### src/rtl/sram_uart_dump_pkg.sv
// Shared types and constants for the SRAM-to-UART image dumper.
package sram_uart_dump_pkg;

  typedef enum logic [2:0] {
    S_IDLE,
    S_RD_ADDR,
    S_RD_WAIT,
    S_RD_LATCH,
    S_TX_HI,
    S_TX_LO,
    S_DONE
  } state_t;

  localparam int UART_FRAME_BITS  = 10;
  localparam int DEFAULT_BAUD_DIV = 434;
  localparam int IMG_WORD_COUNT   = 115200;

endpackage

### src/rtl/sram_uart_dump_tx.sv
// 8N1 byte serializer; tx_busy drops in the last stop-bit cycle so a new
// byte accepted there starts with zero idle time on the line.
module uart_tx_byte
  import sram_uart_dump_pkg::*;
#(
  parameter int BAUD_DIV = DEFAULT_BAUD_DIV
) (
  input  logic       Clock_50,
  input  logic       Reset,
  input  logic       tx_start,
  input  logic [7:0] tx_data,
  output logic       tx_busy,
  output logic       UART_TX_O
);

  localparam int BW = $clog2(BAUD_DIV);
  localparam logic [BW-1:0] BAUD_LAST = BW'(BAUD_DIV - 1);
  localparam logic [3:0] BIT_LAST = 4'(UART_FRAME_BITS - 1);

  logic          active_q;
  logic [BW-1:0] baud_q;
  logic [3:0]    bit_q;
  logic [9:0]    sh_q;
  logic          tx_q;
  logic          bit_end;
  logic          frame_end;

  assign bit_end   = (baud_q == BAUD_LAST);
  assign frame_end = bit_end && (bit_q == BIT_LAST);
  assign tx_busy   = active_q && !frame_end;
  assign UART_TX_O = tx_q;

  always_ff @(posedge Clock_50) begin
    if (Reset) begin
      active_q <= 1'b0;
      baud_q   <= '0;
      bit_q    <= '0;
      sh_q     <= '1;
      tx_q     <= 1'b1;
    end else if (tx_start && !tx_busy) begin
      active_q <= 1'b1;
      baud_q   <= '0;
      bit_q    <= '0;
      sh_q     <= {1'b1, tx_data, 1'b0};
      tx_q     <= 1'b0;
    end else if (active_q) begin
      if (bit_end) begin
        baud_q <= '0;
        if (frame_end) begin
          active_q <= 1'b0;
          tx_q     <= 1'b1;
        end else begin
          bit_q <= bit_q + 4'd1;
          sh_q  <= {1'b1, sh_q[9:1]};
          tx_q  <= sh_q[1];
        end
      end else begin
        baud_q <= baud_q + 1'b1;
      end
    end
  end

endmodule

### src/rtl/sram_uart_dump.sv
// Reads WORD_COUNT SRAM words from START_ADDR and streams them out of the
// UART, high byte first, prefetching the next word during the low byte.
module sram_uart_dump
  import sram_uart_dump_pkg::*;
#(
  parameter int          BAUD_DIV   = DEFAULT_BAUD_DIV,
  parameter logic [17:0] START_ADDR = 18'd0,
  parameter int          WORD_COUNT = IMG_WORD_COUNT
) (
  input  logic        Clock_50,
  input  logic        Reset,
  input  logic        Start,
  output logic [17:0] SRAM_address,
  output logic        SRAM_we_n,
  input  logic [15:0] SRAM_read_data,
  output logic        Busy,
  output logic        Done,
  output logic        UART_TX_O
);

  if ((int'(START_ADDR) + WORD_COUNT) > (1 << 18)) begin : g_addr_chk
    $error("START_ADDR + WORD_COUNT exceeds the 18-bit SRAM space");
  end
  if (WORD_COUNT < 1 || BAUD_DIV < 2) begin : g_par_chk
    $error("WORD_COUNT must be >= 1 and BAUD_DIV >= 2");
  end

  localparam logic [17:0] CNT_LAST = 18'(WORD_COUNT - 1);

  state_t      state_q;
  logic [17:0] addr_q;
  logic [17:0] cnt_q;
  logic [15:0] word_buf_q;
  logic [15:0] next_buf_q;
  logic [2:0]  pf_q;
  logic        first_q;
  logic        busy_q;
  logic        done_q;

  logic        tx_start;
  logic [7:0]  tx_data;
  logic        tx_busy;
  logic        last;
  logic        prefetch;

  assign last         = (cnt_q == CNT_LAST);
  assign SRAM_address = addr_q;
  assign SRAM_we_n    = 1'b1;
  assign Busy         = busy_q;
  assign Done         = done_q;

  // Bytes are handed over in the same cycle the serializer frees up.
  always_comb begin
    tx_start = 1'b0;
    tx_data  = word_buf_q[15:8];
    prefetch = 1'b0;
    unique case (state_q)
      S_TX_HI: begin
        if (!tx_busy) begin
          tx_start = 1'b1;
          tx_data  = first_q ? word_buf_q[15:8] : word_buf_q[7:0];
          prefetch = !first_q && !last;
        end
      end
      S_TX_LO: begin
        if (!tx_busy && !last) begin
          tx_start = 1'b1;
          tx_data  = next_buf_q[15:8];
        end
      end
      default: ;
    endcase
  end

  always_ff @(posedge Clock_50) begin
    if (Reset) begin
      state_q    <= S_IDLE;
      addr_q     <= START_ADDR;
      cnt_q      <= '0;
      word_buf_q <= '0;
      next_buf_q <= '0;
      pf_q       <= '0;
      first_q    <= 1'b0;
      busy_q     <= 1'b0;
      done_q     <= 1'b0;
    end else begin
      done_q <= 1'b0;
      pf_q   <= {pf_q[1:0], prefetch};
      if (pf_q[2]) next_buf_q <= SRAM_read_data;
      if (prefetch) addr_q <= addr_q + 18'd1;
      unique case (state_q)
        S_IDLE: begin
          if (Start) begin
            busy_q  <= 1'b1;
            cnt_q   <= '0;
            addr_q  <= START_ADDR;
            state_q <= S_RD_ADDR;
          end
        end
        S_RD_ADDR:  state_q <= S_RD_WAIT;
        S_RD_WAIT:  state_q <= S_RD_LATCH;
        S_RD_LATCH: begin
          word_buf_q <= SRAM_read_data;
          first_q    <= 1'b1;
          state_q    <= S_TX_HI;
        end
        S_TX_HI: begin
          if (!tx_busy) begin
            if (first_q) first_q <= 1'b0;
            else         state_q <= S_TX_LO;
          end
        end
        S_TX_LO: begin
          if (!tx_busy) begin
            if (last) begin
              busy_q  <= 1'b0;
              done_q  <= 1'b1;
              addr_q  <= START_ADDR;
              state_q <= S_DONE;
            end else begin
              word_buf_q <= next_buf_q;
              cnt_q      <= cnt_q + 18'd1;
              state_q    <= S_TX_HI;
            end
          end
        end
        S_DONE:  state_q <= S_IDLE;
        default: state_q <= S_IDLE;
      endcase
    end
  end

  uart_tx_byte #(
    .BAUD_DIV(BAUD_DIV)
  ) u_tx (
    .Clock_50 (Clock_50),
    .Reset    (Reset),
    .tx_start (tx_start),
    .tx_data  (tx_data),
    .tx_busy  (tx_busy),
    .UART_TX_O(UART_TX_O)
  );

endmodule
### config.mk
export PLATFORM = sky130hd
export DESIGN_NAME = sram_uart_dump
export DESIGN_NICKNAME = d
export VERILOG_FILES = /design/src/rtl/sram_uart_dump_pkg.sv /design/src/rtl/sram_uart_dump_tx.sv /design/src/rtl/sram_uart_dump.sv
export SDC_FILE = /design/constraint.sdc
export NUM_CORES = 1
export LEC_CHECK = 0
export ABC_CLOCK_PERIOD_IN_PS = 3200
export CAP_MARGIN = 20
export CORE_ASPECT_RATIO = 1.75
export CORE_UTILIZATION = 44
export CTS_CLUSTER_DIAMETER = 30
export CTS_CLUSTER_SIZE = 30
export DETAILED_ROUTE_END_ITERATION = 8
export PLACE_DENSITY_LB_ADDON = 0.05
export SKIP_CTS_REPAIR_TIMING = 1
export SLEW_MARGIN = 25
export SYNTH_ARGS = -nofsm -noshare
export SYNTH_HDL_FRONTEND = slang
export SYNTH_SLANG_ARGS = --single-unit
### constraint.sdc
create_clock -name Clock_50 -period 3.2 [get_ports Clock_50]
set_clock_uncertainty 0.2 [all_clocks]
set_input_delay 0.64 -clock Clock_50 [delete_from_list [all_inputs] [get_ports Clock_50]]
set_output_delay 0.64 -clock Clock_50 [all_outputs]
set_load 0.02 [all_outputs]
==> impl_metrics.json <==
{
  "peakVddDrop_uv": 415,
  "fin_crit_ns": 2.83,
  "worstHoldPathType": "reg2reg",
  "dr.pass1.iters": 4,
  "setup_viol": 0,
  "drc_errors": 0,
  "synth_edf_count": 0,
  "start_util_pct": 45.8,
  "cts_tree": "yes",
  "final_cell_area_um2": 5630,
  "async_reset_ff_share_pct": 0,
  "relSlewSlack_pct": 31.5,
  "grt_pass1_wl_um": 18200,
  "crit_path_max_incr_delay_ns": 0.59,
  "io_pins": 41,
  "die-area_um2": 11300,
  "cp.buffers_inverters": 0,
  "drtIter0Drc": 198,
  "root_buffer": "clkbuf_16",
  "total_leakage_power_nw": 1.94,
  "placed_area_um2": 5350,
  "die_x_um": 80.7,
  "mappedNetlistNets": 585,
  "r2r-start": "u_tx.bit_q[0]$_SDFFE_PP0P_",
  "drive_gt1_share_pct": 8.99,
  "num_antenna_cells": 0,
  "min_period_over_period_pct": 88.4,
  "r2r_end": "SRAM_address[11]$_SDFF_PP0_",
  "hold_path_depth": 1,
  "crit_chain": "ha_1 > nand3b_1 > o31a_1 > or3_1 > nor4_2 > nand3_1 > a21oi_1",
  "routabilityCongestion": 0.831,
  "grt_overflow_total": 0,
  "crit_family": "simple AND/OR/NAND/NOR gates",
  "worst-r2r-cell-count": 7,
  "wl_um": 10900,
  "finalHoldViolations": 0,
  "crit_type": "reg2reg",
  "path_clk_slew_ns": 0.07,
  "crit_fanout": 11,
  "cp_slowest_cell": "or3_1",
  "startpoint_type": "flop",
  "row_count": 49,
  "clock_latency_ns": 0.34,
  "vias_per_cell": 5.60,
  "worst_ep_required_time_ns": 3.28,
  "core_area_um2": 10400,
  "synthToLayoutAreaGrowth_pct": 18.1,
  "ys_dominant_reg_cell": "dfxtp_1",
  "fmax_ghz": 0.353,
  "netlist_area_um2": 4770,
  "grt_max_degree": 44,
  "cts_inserted_buffers": 9,
  "cap_violations": 0,
  "syn_area_per_cell_um2": 8.51,
  "power_density_nw_per_um2": 479,
  "nets": 621,
  "cts_max_level": 3,
  "min_from": "pf_q[1]$_SDFF_PP0_",
  "hold_end": "pf_q[2]$_SDFF_PP0_",
  "antenna_left": 0,
  "synth_cells": 560,
  "setup_tns_ns": 0,
  "track_usage_pct": 20.6,
  "synthDistinctLibCells": 56,
  "status": "completed",
  "synth_seq_cells": 100,
  "clockBufferDepth": 2,
  "routedWlPerCell_um": 15.0,
  "worst-r2r-setup-slack_ns": 0.37,
  "antenna_found_initial": 0,
  "cts_sinks": 100,
  "worstMarginPinSlew_ns": 1.03,
  "synth_warnings": 0,
  "vias": 4078,
  "yosysSeqAreaShare_pct": 42.0,
  "die_h_um": 140,
  "io_buffers": 39,
  "grt_pass1_vias": 3851,
  "report.final.slew_viol_count": 0,
  "arrival_ns": 2.91,
  "rsz0062_at_grt": "no",
  "setup.worst_path.end_class": "flop",
  "place_hpwl_um": 7840
}
==> worst max-delay path by stage <==
stage | startpoint | endpoint | slack (ns) | cells after the start
after floorplan | Start | cnt_q[11]$_SDFFE_PP0P_ | 0.59 | 6
after global placement | Start | cnt_q[11]$_SDFFE_PP0P_ | 0.04 | 7
after detailed placement | Start | cnt_q[11]$_SDFFE_PP0P_ | 0.03 | 7
after CTS | u_tx.bit_q[0]$_SDFFE_PP0P_ | SRAM_address[11]$_SDFF_PP0_ | 0.37 | 7
after global routing | u_tx.bit_q[0]$_SDFFE_PP0P_ | SRAM_address[11]$_SDFF_PP0_ | 0.17 | 7
final | u_tx.bit_q[0]$_SDFFE_PP0P_ | SRAM_address[11]$_SDFF_PP0_ | 0.37 | 7
==> layout by cell type (no fill, tap or decap), types with 7 or more instances in the layout <==
| cell type | netlist | layout |
|---|---|---|
| clkdlybuf4s50_1 | 0 | 38 |
| xnor2_1 | 20 | 20 |
| dfxtp_1 | 100 | 100 |
| a311oi_1 | 17 | 17 |
| nand2_1 | 58 | 58 |
| o211ai_1 | 7 | 7 |
| o31ai_1 | 8 | 8 |
| nand3_1 | 14 | 14 |
| nor4_1 | 14 | 14 |
| and3_1 | 7 | 7 |
| xor2_1 | 14 | 14 |
| a21oi_1 | 28 | 28 |
| mux2i_1 | 21 | 21 |
| inv_1 | 16 | 16 |
| nor2_1 | 93 | 93 |
| clkbuf_16 | 0 | 9 |
| nand4_1 | 13 | 13 |
| buf_4 | 1 | 20 |
| nor3_1 | 12 | 12 |
==> synth_stat cells, types with 8 or more instances <==
master | number | area share (%)
a21oi_1 | 28 | 2.9
a311oi_1 | 17 | 3.1
clkbuf_1 | 30 | 2.4
dfxtp_1 | 100 | 42
inv_1 | 16 | 1.3
mux2i_1 | 21 | 4.4
nand2_1 | 58 | 4.6
nand3_1 | 14 | 1.5
nand4_1 | 13 | 1.7
nor2_1 | 93 | 7.3
nor3_1 | 12 | 1.3
nor4_1 | 14 | 1.8
o31ai_1 | 8 | 1.3
xnor2_1 | 20 | 3.7
xor2_1 | 14 | 2.6
==> power breakdown <==
part | internal, mW | switching [mW]
logic | 0.146 | 0.180
clock network | 0.537 | 0.495
registers | 1.29 | 0.0503
==> metal layers <==
layer / vias to the layer above / GRT usage (%) / routed length, um
li1: 2067 / - / -
met5: - / 0 / 0
met3: 13 / 3.21 / 200
met1: 1954 / 24.1 / 4820
met4: 0 / 6.86 / 200
met2: 44 / 37.1 / 5720
==> metrics by stage <==
step | utilization [%] | hold slack [ns] | power, mW | cells | setup WS, ns
after floorplan | - | 0.214 | 1.57 | 560 | 0.588
after global placement | 51.3 | 0.223 | 1.69 | 712 | 0.0351
after detailed placement | 51.3 | 0.228 | 1.70 | 712 | 0.0325
after CTS | 54.0 | 0.245 | 2.73 | 728 | 0.373
after global routing | 54.0 | 0.272 | 2.82 | 728 | 0.169
final | 54.0 | 0.242 | 2.70 | 728 | 0.370
==> layout make-up <==
cell class              count  area [um2]
clock inverters             7        58.8
inverters                  16        60.1
fillers                  1013        4790
well taps                 127         159
repair buffers             60         556
flip-flops and latches    100        2000
clock buffers               9         225
multi-input cells         409        2570
==> kinds of logic (layout without fill, tap and decap cells) <==
logic type | after synthesis | count (layout) | share of synthesized area [%]
other | 1 | 1 | 0.0786
XOR/XNOR | 34 | 34 | 6.25
adder cells (fa/ha/maj) | 6 | 6 | 1.57
AO/OA/AOI/OAI | 100 | 100 | 15.4
multiplexers | 27 | 27 | 5.83
buffers and inverters | 51 | 92 | 4.17
AND/OR/NAND/NOR | 241 | 241 | 24.7
flip-flops | 100 | 100 | 42.0
==> registers in the layout (all words and copies together), names as in the netlist, 3 cells and up <==
signal / count
SRAM_address: 18
cnt_q: 18
next_buf_q: 16
word_buf_q: 16
u_tx.baud_q: 9
u_tx.sh_q: 8
u_tx.bit_q: 4
pf_q: 3
state_q: 3
(Power assumes the default switching activity.)
